==> src/rtl/fir_stream_scheduler.sv <==
// Block-rate feeder for the 3-parallel FIR: buffers input blocks, issues one block per clock
// once a frame is ready, flushes the taps with zero tail blocks and tags filter outputs.
module fir_stream_scheduler #(
    parameter int DATA_W       = 32,
    parameter int OUT_W        = 64,
    parameter int DEPTH        = 8,
    parameter int START_THRESH = 4,
    parameter int TAIL_BLOCKS  = 3,
    parameter int FILT_LAT     = 2
) (
    input  logic                     clk,
    input  logic                     rst,
    input  logic                     s_valid,
    output logic                     s_ready,
    input  logic signed [DATA_W-1:0] s_x0,
    input  logic signed [DATA_W-1:0] s_x1,
    input  logic signed [DATA_W-1:0] s_x2,
    input  logic                     s_last,
    output logic signed [DATA_W-1:0] filt_x0,
    output logic signed [DATA_W-1:0] filt_x1,
    output logic signed [DATA_W-1:0] filt_x2,
    input  logic signed [OUT_W-1:0]  filt_y0,
    input  logic signed [OUT_W-1:0]  filt_y1,
    input  logic signed [OUT_W-1:0]  filt_y2,
    output logic                     m_valid,
    output logic                     m_last,
    output logic signed [OUT_W-1:0]  m_y0,
    output logic signed [OUT_W-1:0]  m_y1,
    output logic signed [OUT_W-1:0]  m_y2,
    output logic                     busy,
    output logic                     underrun,
    output logic [$clog2(DEPTH):0]   level
);
    localparam int AW = $clog2(DEPTH);
    localparam int LW = AW + 1;
    localparam int TW = (TAIL_BLOCKS > 1) ? $clog2(TAIL_BLOCKS) : 1;
    localparam logic [LW-1:0] FULL     = LW'(DEPTH);
    localparam logic [LW-1:0] THRESH   = LW'(START_THRESH);
    localparam logic [TW-1:0] TAIL_END = TW'(TAIL_BLOCKS - 1);

    typedef enum logic [1:0] {IDLE, RUN, DRAIN} state_t;

    typedef struct packed {
        logic              last;
        logic [DATA_W-1:0] x2;
        logic [DATA_W-1:0] x1;
        logic [DATA_W-1:0] x0;
    } blk_t;

    blk_t            mem [DEPTH];
    blk_t            head;
    logic [AW-1:0]   wr_ptr, rd_ptr;
    logic [LW-1:0]   count, last_cnt;
    logic            push, pop;
    state_t          state;
    logic [TW-1:0]   tail_cnt;
    logic [FILT_LAT:0] vld_pipe, lst_pipe;

    assign s_ready = (count < FULL);
    assign push    = s_valid && s_ready;
    assign pop     = (state == RUN) && (count != '0);
    assign head    = mem[rd_ptr];
    assign level   = count;
    assign busy    = (state != IDLE);

    always_ff @(posedge clk) begin
        if (push) mem[wr_ptr] <= {s_last, s_x2, s_x1, s_x0};
    end

    // last_cnt lets a short frame start below threshold once its final block is buffered
    always_ff @(posedge clk) begin
        if (rst) begin
            wr_ptr   <= '0;
            rd_ptr   <= '0;
            count    <= '0;
            last_cnt <= '0;
        end else begin
            if (push) wr_ptr <= wr_ptr + AW'(1);
            if (pop)  rd_ptr <= rd_ptr + AW'(1);
            case ({push, pop})
                2'b10:   count <= count + LW'(1);
                2'b01:   count <= count - LW'(1);
                default: ;
            endcase
            last_cnt <= last_cnt + LW'(push && s_last) - LW'(pop && head.last);
        end
    end

    // vld_pipe[0]/lst_pipe[0] are the issue flags loaded alongside filt_x*
    always_ff @(posedge clk) begin
        if (rst) begin
            state    <= IDLE;
            filt_x0  <= '0;
            filt_x1  <= '0;
            filt_x2  <= '0;
            underrun <= 1'b0;
            tail_cnt <= '0;
            vld_pipe <= '0;
            lst_pipe <= '0;
        end else begin
            vld_pipe[FILT_LAT:1] <= vld_pipe[FILT_LAT-1:0];
            lst_pipe[FILT_LAT:1] <= lst_pipe[FILT_LAT-1:0];
            lst_pipe[0] <= 1'b0;
            filt_x0     <= '0;
            filt_x1     <= '0;
            filt_x2     <= '0;
            case (state)
                IDLE: begin
                    vld_pipe[0] <= 1'b0;
                    if (count >= THRESH || (last_cnt != '0 && count != '0))
                        state <= RUN;
                end
                RUN: begin
                    vld_pipe[0] <= 1'b1;
                    if (count != '0) begin
                        filt_x0 <= $signed(head.x0);
                        filt_x1 <= $signed(head.x1);
                        filt_x2 <= $signed(head.x2);
                        if (head.last) begin
                            state    <= DRAIN;
                            tail_cnt <= '0;
                        end
                    end else begin
                        underrun <= 1'b1;
                    end
                end
                DRAIN: begin
                    vld_pipe[0] <= 1'b1;
                    if (tail_cnt == TAIL_END) begin
                        lst_pipe[0] <= 1'b1;
                        state       <= IDLE;
                    end else begin
                        tail_cnt <= tail_cnt + TW'(1);
                    end
                end
                default: begin
                    vld_pipe[0] <= 1'b0;
                    state       <= IDLE;
                end
            endcase
        end
    end

    always_ff @(posedge clk) begin
        if (rst) begin
            m_valid <= 1'b0;
            m_last  <= 1'b0;
            m_y0    <= '0;
            m_y1    <= '0;
            m_y2    <= '0;
        end else begin
            m_valid <= vld_pipe[FILT_LAT];
            m_last  <= lst_pipe[FILT_LAT];
            m_y0    <= filt_y0;
            m_y1    <= filt_y1;
            m_y2    <= filt_y2;
        end
    end
endmodule

==> config.mk <==
export PLATFORM = sky130hd
export DESIGN_NAME = fir_stream_scheduler
export DESIGN_NICKNAME = d
export VERILOG_FILES = /design/src/rtl/fir_stream_scheduler.sv
export SDC_FILE = /design/constraint.sdc
export NUM_CORES = 1
export LEC_CHECK = 0
export ABC_AREA = 1
export CORE_ASPECT_RATIO = 1.5
export CORE_MARGIN = 2
export CORE_UTILIZATION = 54
export CTS_CLUSTER_DIAMETER = 30
export DETAILED_ROUTE_END_ITERATION = 10
export GPL_ROUTABILITY_DRIVEN = 0
export GPL_TIMING_DRIVEN = 1
export HOLD_SLACK_MARGIN = 0.12
export PLACE_DENSITY = 0.8
export SKIP_LAST_GASP = 1
export SYNTH_ARGS = -nofsm -noshare
export SYNTH_HDL_FRONTEND = slang
export SYNTH_SLANG_ARGS = --single-unit
==> constraint.sdc <==
create_clock -name clk -period 7.2 [get_ports clk]
set_input_delay 1.44 -clock clk [delete_from_list [all_inputs] [get_ports clk]]
set_output_delay 1.44 -clock clk [all_outputs]
set_load 0.005 [all_outputs]
==> results.md <==
- Avg Inst Size Synth: roughly 13 um^2
- R2R Setup Slk: approximately 3.5 ns
- Die Y: about 330 um
- Row cnt: 120
- Post_cts resized: 0
- Core area: between 70000 and 80000 um^2
- Worst-skew pair later-pin latency: about 0.73 ns
- Status: complete, no violations
- Yosys top cell by area: edfxtp_1
- GRT Residual Overflow: 0
- Busiest grt layer: met2
- Worst slew pin tran: ~1.2 ns
- Clk slew on worst S/H paths: ~0.06 ns
- Post-Layout Cell Count: between 4000 and 5000
- Worst min path class: reg -> reg
- Vias after detailed routing: about 26000
- Routing usage on met2: 0.474
- Distinct cells, synth: 32
- Final slew viol count: 0
- Placed Cells: 4450
- First-pass GRT wire length: 148000 um
- GR met3 Demand/Resource: 0.0734
- Via count of the first global-routing pass: approximately 26000
- CTS tree: yes
- Worst path required time: just under 8 ns
- Initial core utilization: 0.545
- Post-synth top area share: 0.599
- Post-CTS Setup Repair Bufs: 0
- Total track usage: 0.264
- Setup TNS: 0 ns
- Fillers: 4665
- Worst r2r path cells: 6
- WP data arrival: around 4.4 ns
- Antenna-violating nets left: 0
- Startpoint Class: flop
- Vias per inst: ~5.5
- Chip width: 223 um
- H-tree depth: 4
- Cell Pwr Density: between 300 and 400 nW/um^2
- Num CTS Buffers: roughly 130
- Maximum fanout along the worst path: 95
- CP endpoint kind: flop
- Syn Inst Count: slightly above 3000
- Root buffer cell: clkbuf_16
- Area contributors post-synth: edfxtp_1 (60%), dfxtp_1 (16%), nor2_1 (7.7%)
- Max Cap Violations: 0
- Flops & latches, synth: about 1100
- Clock sink count: between 1000 and 1500
- Worst flop-to-flop path endpoint: filt_x1[15]
- Final setup violation count: 0
- Initial antenna violation count: 16
- Period utilization: 0.516
- Buffers on Ports: ~590
- Hold-fix buffers, CTS: 0
- DP Wirelength: 58500 um
- Tmin final: between 3 and 4 ns
- Critical path type: reg -> reg
- Sequential fraction of the synthesis area: 0.763
- Number of synthesis warnings: 0
- I/O pin cnt: 589
- RSZ-0062 raised after global routing: no
- GR met1 Demand/Resource: 0.280
- Final WL: 98500 um
- Post-synth net total: between 3000 and 4000
- Final nets: approximately 4000
- Leak Pwr: between 15 and 20 nW
- Layout area overhead: 27.7%
- DR pass1 iterations: 6
- Cell area after synthesis: 38900 um^2
- Wire per inst: roughly 21 um
- Drc violations: 0
- Fmax: approximately 0.27 GHz
- Final Hold Viols: 0
- Deepest clock path buffer count: 3
- Critical Path Sink: filt_x1[15]
- Max Clock Skew: about 0.03 ns
- Worst vdd rail ir drop: approximately 300 uV
- Die ar.: ~74000 um^2
- Rel. slew slack: 0.198
- Largest net degree at the start of global routing: slightly below 200
- Layout cell share with drive strength beyond 1: 0.0726
- Initial DRC Count: around 2400
## through the flow
stage | hold WS (ns) | setup slack [ns] | utilization | total power [mW] | instance area (um^2)
floorplan | 0.388 | 0.793 | - | 9.35 | 38900
detailed placement | 0.396 | 2.78 | 0.634 | 10.4 | 45200
global placement | 0.397 | 2.79 | 0.634 | 10.3 | 45200
finish | 0.408 | 3.49 | 0.696 | 16.8 | 49700
CTS | 0.405 | 3.46 | 0.696 | 16.9 | 49600
global route | 0.422 | 3.17 | 0.696 | 17.5 | 49700
## where the power goes
group          leakage (nW)  internal [mW]  switching [mW]
Clock                  2.15           3.84            2.65
Sequential             9.67           7.15           0.205
Combinational          6.26           1.06            1.89
Total                  18.1           12.0            4.74
## synth_stat cells
library cell  instances
a211oi_1              1
a21oi_1              16
a31oi_1              96
and3_1                1
buf_1                10
buf_2                44
buf_4                 5
buf_6                33
buf_8                 1
clkbuf_1             89
clkinv_1              1
dfxtp_1             318
edfxtp_1            776
fa_1                  1
ha_1                 14
inv_1               234
inv_2                 4
nand2_1              41
nand2_4               1
nand3_1              16
nand3_4               1
nand4_1               5
nor2_1              798
nor2_4                1
nor2_8                1
nor3_1                2
o21ai_0             287
o21ai_1             200
o21bai_1              1
o22ai_1              96
or2_2                 1
xor2_1                4
## critical path: stages, from the launching register on
cell     delay [ns]
dfxtp_4        0.90
buf_4          0.92
buf_4          0.88
o21ai_0        0.28
o22ai_1        0.23
o21ai_1        0.09
a31oi_1        0.19
## cells by family (layout without fill, tap and decap cells)
kind of cell,count (synthesis),count (layout),synth area share
AO/OA/AOI/OAI,697,697,0.0960
XOR/XNOR,4,4,0.000901
adder cells (fa/ha/maj),15,15,0.00502
buffers and inverters,421,1097,0.0492
flip-flops,1094,1094,0.763
other,0,7,0
AND/OR/NAND/NOR,868,868,0.0860
## final cells by class
| cell class | count | area, um^2 | area share |
|---|---|---|---|
| sequential | 1094 | 29700 | 0.598 |
| multi-input combinational | 1584 | 7370 | 0.148 |
| timing repair buffer | 618 | 6140 | 0.124 |
| clock buffer | 150 | 3500 | 0.0704 |
| tap | 915 | 1140 | 0.0231 |
| inverter | 239 | 915 | 0.0184 |
| clock inverter | 90 | 902 | 0.0182 |
| antenna | 7 | 17.5 | 0.000353 |
## sequential cells by signal, summed over array words and instances (netlist names), 4 cells and up, named ones only
name / count
m_y1: 64
mem: 776
m_y0: 64
level: 4
filt_x0: 32
filt_x2: 32
filt_x1: 32
m_y2: 64
last_cnt: 4
## metal layers
metal,vias to the layer above,part of all wire
met5,-,0.00080
met4,12,0.047
met3,244,0.090
met2,1361,0.53
met1,12300,0.33
li1,11900,-
## cell usage in the layout, fill, tap and decap left out, types with 2 or more instances in the layout
cell,n
ha_1,14
clkinv_4,11
inv_4,2
nand4_1,5
inv_16,2
inv_8,7
clkinv_2,20
edfxtp_1,776
dfxtp_1,316
clkbuf_1,11
inv_6,23
nor3_1,2
diode_2,7
clkinv_1,6
buf_4,28
nand2_1,41
inv_1,234
buf_12,2
clkinvlp_4,10
clkdlybuf4s50_1,587
o21ai_1,200
bufinv_16,7
nor2_1,790
dfxtp_4,2
clkbuf_8,2
o22ai_1,96
a21oi_1,16
o21ai_0,287
a31oi_1,96
clkinv_8,6
nor2_4,9
clkbuf_16,137
xor2_1,4
nand3_1,16
## worst min path at each step
stage / startpoint / depth (start not counted) / to
floorplan: lst_pipe[0] / 2 / lst_pipe[1]
global placement: lst_pipe[0] / 2 / lst_pipe[1]
detailed placement: lst_pipe[0] / 2 / lst_pipe[1]
CTS: lst_pipe[1] / 2 / lst_pipe[2]
global route: lst_pipe[1] / 2 / lst_pipe[2]
finish: lst_pipe[1] / 2 / lst_pipe[2]
No activity file was read; power rests on OpenSTA's default activity.
